## config.mk

```make
export PLATFORM = sky130hd
export DESIGN_NAME = mem_row_reader
export DESIGN_NICKNAME = d
export VERILOG_FILES = /design/src/rtl/mem_row_reader.sv
export SDC_FILE = /design/constraint.sdc
export NUM_CORES = 1
export LEC_CHECK = 0
export ABC_AREA = 0
export ABC_CLOCK_PERIOD_IN_PS = 8350
export CAP_MARGIN = 20
export CORE_MARGIN = 8
export CORE_UTILIZATION = 47
export CTS_BUF_LIST = sky130_fd_sc_hd__clkbuf_16
export DETAILED_ROUTE_END_ITERATION = 6
export PLACE_DENSITY = 0.71
export SLEW_MARGIN = 20
export SYNTH_ARGS = -nofsm -noshare
export SYNTH_HDL_FRONTEND = slang
export SYNTH_SLANG_ARGS = --single-unit
```

## constraint.sdc

```tcl
create_clock -name clk -period 8.35 [get_ports clk]
set_input_delay 1.67 -clock clk [delete_from_list [all_inputs] [get_ports clk]]
set_output_delay 1.67 -clock clk [all_outputs]
set_load 0.01 [all_outputs]
```

## src/rtl/mem_row_reader.sv

```systemverilog
// Row-at-a-time read sequencer for the banked scratchpad: walks a 2-D tile,
// issues one memory read per row and streams the captured rows through a small FIFO.
module mem_row_reader #(
  parameter int NUM_RAMS   = 16,
  parameter int D_WID      = 8,
  parameter int FIFO_DEPTH = 4
) (
  input  logic                      clk,
  input  logic                      rst,
  input  logic                      start,
  input  logic [31:0]               base_addr,
  input  logic [31:0]               row_stride,
  input  logic [15:0]               num_rows,
  input  logic [4:0]                row_bytes,
  input  logic                      system_bus_en,
  output logic                      interface_en,
  output logic                      interface_rdwr,
  output logic [4:0]                interface_control,
  output logic [31:0]               interface_addr,
  input  logic [NUM_RAMS*D_WID-1:0] bank_dout,
  output logic                      row_valid,
  input  logic                      row_ready,
  output logic [NUM_RAMS*D_WID-1:0] row_data,
  output logic                      row_last,
  output logic                      busy,
  output logic                      done
);

  localparam int ROW_W = NUM_RAMS * D_WID;
  localparam int PTR_W = $clog2(FIFO_DEPTH);
  localparam int CNT_W = PTR_W + 1;

  typedef enum logic [1:0] {IDLE, RUN, DRAIN, DONE} state_t;

  state_t            state, state_nxt;
  logic [31:0]       cur_addr, stride_q;
  logic [15:0]       num_rows_q, issued_rows;
  logic [4:0]        bytes_q, bytes_clamped;
  logic              inflight, inflight_last;
  logic              issue, last_issue, push, pop;
  logic [ROW_W-1:0]  masked;

  logic [ROW_W-1:0]  fifo_data [FIFO_DEPTH];
  logic              fifo_last [FIFO_DEPTH];
  logic [PTR_W-1:0]  wr_ptr, rd_ptr;
  logic [CNT_W-1:0]  count;

  assign bytes_clamped = (row_bytes == 5'd0 || int'(row_bytes) > NUM_RAMS)
                         ? 5'(NUM_RAMS) : row_bytes;

  // Counting the read in flight reserves its FIFO slot, so a push never finds the FIFO full.
  assign issue      = (state == RUN) && !system_bus_en &&
                      ((int'(count) + int'(inflight)) < FIFO_DEPTH);
  assign last_issue = (issued_rows == num_rows_q - 16'd1);
  assign push       = inflight;
  assign pop        = row_valid && row_ready;

  assign interface_en      = issue;
  assign interface_rdwr    = 1'b0;
  assign interface_control = bytes_q;
  assign interface_addr    = cur_addr;

  assign row_valid = (count != '0);
  assign row_data  = row_valid ? fifo_data[rd_ptr] : '0;
  assign row_last  = row_valid ? fifo_last[rd_ptr] : 1'b0;
  assign busy      = (state != IDLE);
  assign done      = (state == DONE);

  // NOTE: every variable driven in always_comb gets a default first so no latch is inferred.
  always_comb begin
    masked = '0;
    for (int i = 0; i < NUM_RAMS; i++) begin
      if (i < int'(bytes_q)) masked[i*D_WID +: D_WID] = bank_dout[i*D_WID +: D_WID];
    end
  end

  always_comb begin
    state_nxt = state;
    case (state)
      IDLE:    if (start) state_nxt = (num_rows == 16'd0) ? DONE : RUN;
      RUN:     if (issue && last_issue) state_nxt = DRAIN;
      // Leave DRAIN as the final row is accepted so done lands on the following cycle.
      DRAIN:   if (!inflight && count == CNT_W'(pop)) state_nxt = DONE;
      DONE:    state_nxt = IDLE;
      default: state_nxt = IDLE;
    endcase
  end

  // NOTE: sequential state uses non-blocking assignments so every register samples pre-edge values.
  always_ff @(posedge clk or posedge rst) begin
    if (rst) begin
      state         <= IDLE;
      cur_addr      <= '0;
      stride_q      <= '0;
      num_rows_q    <= '0;
      bytes_q       <= '0;
      issued_rows   <= '0;
      inflight      <= 1'b0;
      inflight_last <= 1'b0;
      wr_ptr        <= '0;
      rd_ptr        <= '0;
      count         <= '0;
    end else begin
      state         <= state_nxt;
      inflight      <= issue;
      inflight_last <= issue && last_issue;
      if (state == IDLE && start) begin
        cur_addr    <= base_addr;
        stride_q    <= row_stride;
        num_rows_q  <= num_rows;
        bytes_q     <= bytes_clamped;
        issued_rows <= '0;
      end else if (issue) begin
        cur_addr    <= cur_addr + stride_q;
        issued_rows <= issued_rows + 16'd1;
      end
      if (push) wr_ptr <= wr_ptr + 1'b1;
      if (pop)  rd_ptr <= rd_ptr + 1'b1;
      count <= count + CNT_W'(push) - CNT_W'(pop);
    end
  end

  // NOTE: FIFO storage is not reset; count gates the outputs, so stale entries are never visible.
  always_ff @(posedge clk) begin
    if (push) begin
      fifo_data[wr_ptr] <= masked;
      fifo_last[wr_ptr] <= inflight_last;
    end
  end

endmodule
```

# == Yosys cells after proc, flatten, opt, wreduce, memory -nomap -nowiden ==
# Memories as Yosys holds them, arrays and structs flattened.
# Cells that the tools add are included.
# word_totals
mem_bits_rw,516
mem_count,2
wordCells,93
input_bits,218
out_inout_bits,171
ff_bits,112
# memory_table
memory,depth,width,rd,rd_ports_with_merged_regs,write_ports,line,source
fifo_data,4,128,1,0,1,43,logic [ROW_W-1:0] fifo_data [FIFO_DEPTH];
fifo_last,4,1,1,0,1,44,logic fifo_last [FIFO_DEPTH];
# classes
n_reduce_logical,16
addsub,8
n_mux,30
n_lt_le_gt_ge,18
eq_ne,8
# op_table
op,n
$mux W128,1
$mux W8,16
$mux W32,2
$lt A4 B5 Y1 const A,8
$add A32 B32 Y32,1
$mux W16,2
$lt A3 B5 Y1 const A,4
$add A16 B1 Y16 const B,1
$eq A16 B16 Y1,1
$logic_not A16 Y1,1
$sub A16 B1 Y16 const B,1
$lt A1 B5 Y1 const A,2
$lt A2 B5 Y1 const A,2
$mux W2,4
$pmux W2 S4,1
$logic_and A1 B1 Y1,6
$gt A5 B5 Y1 const B,1
$logic_not A5 Y1,1
$mux W5,1
$add A2 B1 Y2 const B,2
$add A3 B1 Y4,1
$eq A2 B2 Y1 const B,2
$lt A4 B3 Y1 const B,1
$ne A2 B2 Y1 const B,2
12 further kinds,16

# == Depth between registers and ports, before layout ==
# depth
word_depth,6
ltp_mapped,13
ltp_nobuf,13

# == Worst setup path after synthesis ==
# OpenSTA, ideal clock, no wires.
# synth_path
kind,reg-to-reg
startpoint,reg wr_ptr[0]
endpoint,"mem fifo_data[0][0] (netlist name), enable pin"
required_ns,7.847
setup_ns,0.503
stages_incl_launch_ff,4
period_less_slack_ns,4.084
setup_slack_ns,4.266
arrival_time_ns,3.581
path_buffers,0
cell_sequence,dfrtp_1 > inv_1 > ha_1 > and2_1
# synth_lines
item,line,source
start: declaration,45,"logic [PTR_W-1:0] wr_ptr, rd_ptr;"
start signal: assignment,117,if (push) wr_ptr <= wr_ptr + 1'b1;
end: declaration,43,
# No word-level cell before the write port.

# == Worst setup path after layout ==
# layout_path
startpoint,reg rd_ptr[0]
endpoint,out row_data[90]
# layout_via
elab_chain_len,2
# layout_rtl
item,line,source
start: declaration,45,
start signal: assignment,118,if (pop) rd_ptr <= rd_ptr + 1'b1;
$mem_v2 Z4 W128,n/a,
$mux W128,64,assign row_data = row_valid ? fifo_data[rd_ptr] : '0;
end: declaration,23,"output logic [NUM_RAMS*D_WID-1:0] row_data,"
# Every way passes these cells.

==> results.toml <==
[outcome]
status = "finished, final reports clean"

[sta]
setup_viol_count_final = 0
finClkSkew_ns = 0.0151
max_slew_margin_pct = 29.6
hold_viol = 0
rsz0062_at_grt = "no"
tns_ns = 0
setup_slack_ns = 3.07
fmax_mhz = 189
finalCritPeriodShare_pct = 63.3
hold_slack_ns = 0.476
tightest_slew_ns = 1.06
fin_crit_ns = 5.28
slew_viol_final = 0

[clock_network]
cts_buffers = 66
cts_setup_buffers = 0
clkSinkCount = 628
cts_root_buf = "clkbuf_16"
ctsHtreeMaxLevel = 3
cts_hold_buf = 0
path_clk_slew_ns = 0.06
cts_tree = "yes"
cts_buffer_depth = 3
clk_latency_ns = 0.59
post_cts_resized = 0

[critical_path]
crit_family = "buffers and inverters"
rrSetupSlack_ns = 5.00
cp_max_fo = 97
required_ns = 6.68
cp-start-kind = "flip-flop"
cp_num_buf_inv = 2
critical-path-slowest-cell = "dfrtp_4"
cpPeakStageDelay_ns = 0.90
arrival_ns = 3.61
worst_r2r_path_depth = 13
worstSetupPathType = "flip-flop to output pin"
endpoint_kind = "output pin"
cp.depth = 4
crit_path_cell_trace = "buf_12, mux4_2, and2_1, clkdlybuf4s50_1"

[layout]
final_common_cell = "edfxtp_1"
regArea_mm2 = 0.0183
multiInputGateArea_mm2 = 0.00857
syn_to_final_growth_pct = 24.9
drive_gt1_share_pct = 11.9
layout_common_cells = "edfxtp_1, clkdlybuf4s50_1, nand2_1"
nets = 2448
fillers = 4460

[placed_design]
pre_cts_slack_ns = 3.11
port_buffers = 387
hpwl_mm = 43.3
routabilityCongestion = 0.852

[hold_path]
hold_depth = 2
min_path_type = "flip-flop to flip-flop"

[synthesis]
ys_types = 71
yosys_warnings = 0
synth_flop_cell = "edfxtp_1"
yosysTopAreaCellShare_pct = 56.8
ys_seq_area_share_pct = 67.1
synth-edff-count = 516
mappedNetlistArea_mm2 = 0.0273
synth-seq-cells = 628
synthTopCellsByArea = "edfxtp_1, mux4_2, dfrtp_1, and2_1, nand2_1"
synth_async_sr_flop_share_pct = 17.8
avgSynthCellArea_um2 = 15.2
yosysTopAreaCell = "edfxtp_1"
synthCells = 1793
synthesis.nets = 2059

[power]
seqPwrFrac_pct = 35.9
pwr-share-clk_pct = 22.4
intPower_mw = 8.30
p_leak_nw = 12.3
power_density_mw_per_mm2 = 368
ir_worst_vdd_uv = 198
pwr-share-comb_pct = 41.6
swShare_pct = 33.9
p_sw_mw = 4.25

[flow_run]
drv_cap = 0

[floorplan]
io_pins = 389
num_rows = 88
die_w_um = 257
die-height_um = 257
core_area_mm2 = 0.0576
start_util_pct = 47.4
fp.dieArea_mm2 = 0.0660

[global_route]
use_met2_pct = 32.7
grt-busiest-layer = "met2"
grt_pass1_vias = 17000
grt_first_pass_wirelength_mm = 102
grt_use_met1_pct = 26.1
antenna_found_initial = 7
use_met3_pct = 4.99
grt_max_degree = 98
track_usage_pct = 19.8
grt.overflow.total = 0

[routing]
drtAntennaViolNets = 0
dr.pass1.iters = 5
drc = 0
detail_route.wirelength_mm = 66.8
vias = 16500
wl_per_cell_um = 22.3
via_per_inst = 5.49
drtIter0Drc = 1257
logic make-up (layout without fill, tap and decap cells):
group                    after synthesis  count (layout)  share of synthesized area (%)
AND/OR/NAND/NOR                      630             630                           12.1
flip-flops                           628             628                           67.1
AO/OA/AOI/OAI                        178             178                           4.10
multiplexers                         136             136                           10.9
buffers and inverters                111             550                           1.58
XOR/XNOR                              61              61                           1.96
adder cells (fa/ha/maj)               48              48                           2.26
other                                  1               2                         0.0138
state kept, by name (all words and copies together), names as in the netlist:
signal and cells:
fifo_data 512, interface_addr 32, stride_q 32, issued_rows 16
num_rows_q 16, interface_control 5, fifo_last 4, count 3
rd_ptr 2, state 2, wr_ptr 2, inflight 1
inflight_last 1
stage by stage:
step / power, mW / utilization [%] / instance area (um^2) / instances
6_report: 12.5 / 59.2 / 34100 / 2998
5_1_grt: 13.2 / 59.2 / 34100 / 2998
4_1_cts: 12.7 / 59.1 / 34100 / 2997
3_5_place_dp: 9.85 / 55.5 / 32000 / 2879
3_3_place_gp: 9.73 / 55.5 / 31900 / 2878
2_1_floorplan: 7.64 / - / 27300 / 1793
area by class of cell:
type | instances | share of cell area, %
timing repair buffer | 404 | 11.8
tap | 765 | 2.81
clock inverter | 49 | 1.06
clock buffer | 69 | 5.07
sequential | 628 | 53.7
antenna | 1 | 0.00735
inverter | 28 | 0.316
multi-input combinational | 1054 | 25.2
path summary, 6_finish.rpt:
path,startpoint,to
hold reg to reg,stride_q[19]$_DFFE_PP0P_,stride_q[19]$_DFFE_PP0P_
hold / removal,stride_q[19]$_DFFE_PP0P_,stride_q[19]$_DFFE_PP0P_
min in group asynchronous,rst,num_rows_q[11]$_DFFE_PP0P_
setup / recovery,rd_ptr[0]$_DFFE_PP0P_,row_data[90]
max in group asynchronous,rst,rd_ptr[1]$_DFFE_PP0P_
setup reg to reg,interface_addr[0]$_DFFE_PP0P_,interface_addr[28]$_DFFE_PP0P_
cells in the mapped netlist, types with 2 or more instances:
master / instances
o21bai_1: 5
nand2_1: 212
mux2i_1: 7
and2_1: 209
a41oi_1: 2
nor4_4: 2
a21o_1: 18
nor4_1: 7
and3_1: 8
o21ai_0: 41
dfrtp_1: 112
a31o_2: 3
or2_2: 3
inv_1: 28
or3_1: 4
nor2b_1: 62
and4_1: 2
xor2_1: 28
o211ai_1: 3
xnor2_1: 33
nand3b_1: 7
o31ai_1: 2
o21a_1: 6
buf_1: 21
nor2_1: 63
a21oi_1: 58
nand3_1: 15
edfxtp_1: 516
a211oi_1: 4
mux4_2: 129
a31oi_1: 17
fa_1: 2
clkbuf_1: 58
o21ai_2: 2
nand2b_1: 4
nand4_1: 10
nor3_1: 11
ha_1: 46
routing by layer:
| metal | share of wire [%] | vias up | wire length [um] |
|---|---|---|---|
| met5 | 0.060 | - | 40 |
| met4 | 1.6 | 6 | 1090 |
| met3 | 8.0 | 76 | 5310 |
| met2 | 49 | 608 | 32500 |
| met1 | 42 | 8307 | 27800 |
| li1 | - | 7457 | - |
worst reg2reg max path, cell delays in order, from the launching register on:
cell	delay (ns)
dfrtp_1	0.44
ha_1	0.25
inv_1	0.07
fa_1	0.19
nor2b_1	0.08
o2111ai_1	0.27
a211oi_1	0.13
a211oi_1	0.51
o211ai_1	0.29
a21oi_1	0.33
nand2b_1	0.12
a21oi_1	0.21
xnor2_1	0.10
a31o_2	0.24
power by group through the flow:
stage / clock, mW / sequential [mW] / combinational (mW)
finish: 2.82 / 4.51 / 5.23
global route: 2.99 / 4.57 / 5.69
CTS: 2.88 / 4.51 / 5.31
detailed placement: 0 / 4.57 / 5.28
global placement: 0 / 4.55 / 5.18
floorplan: 0 / 4.40 / 3.24
(Power assumes the default switching activity.)
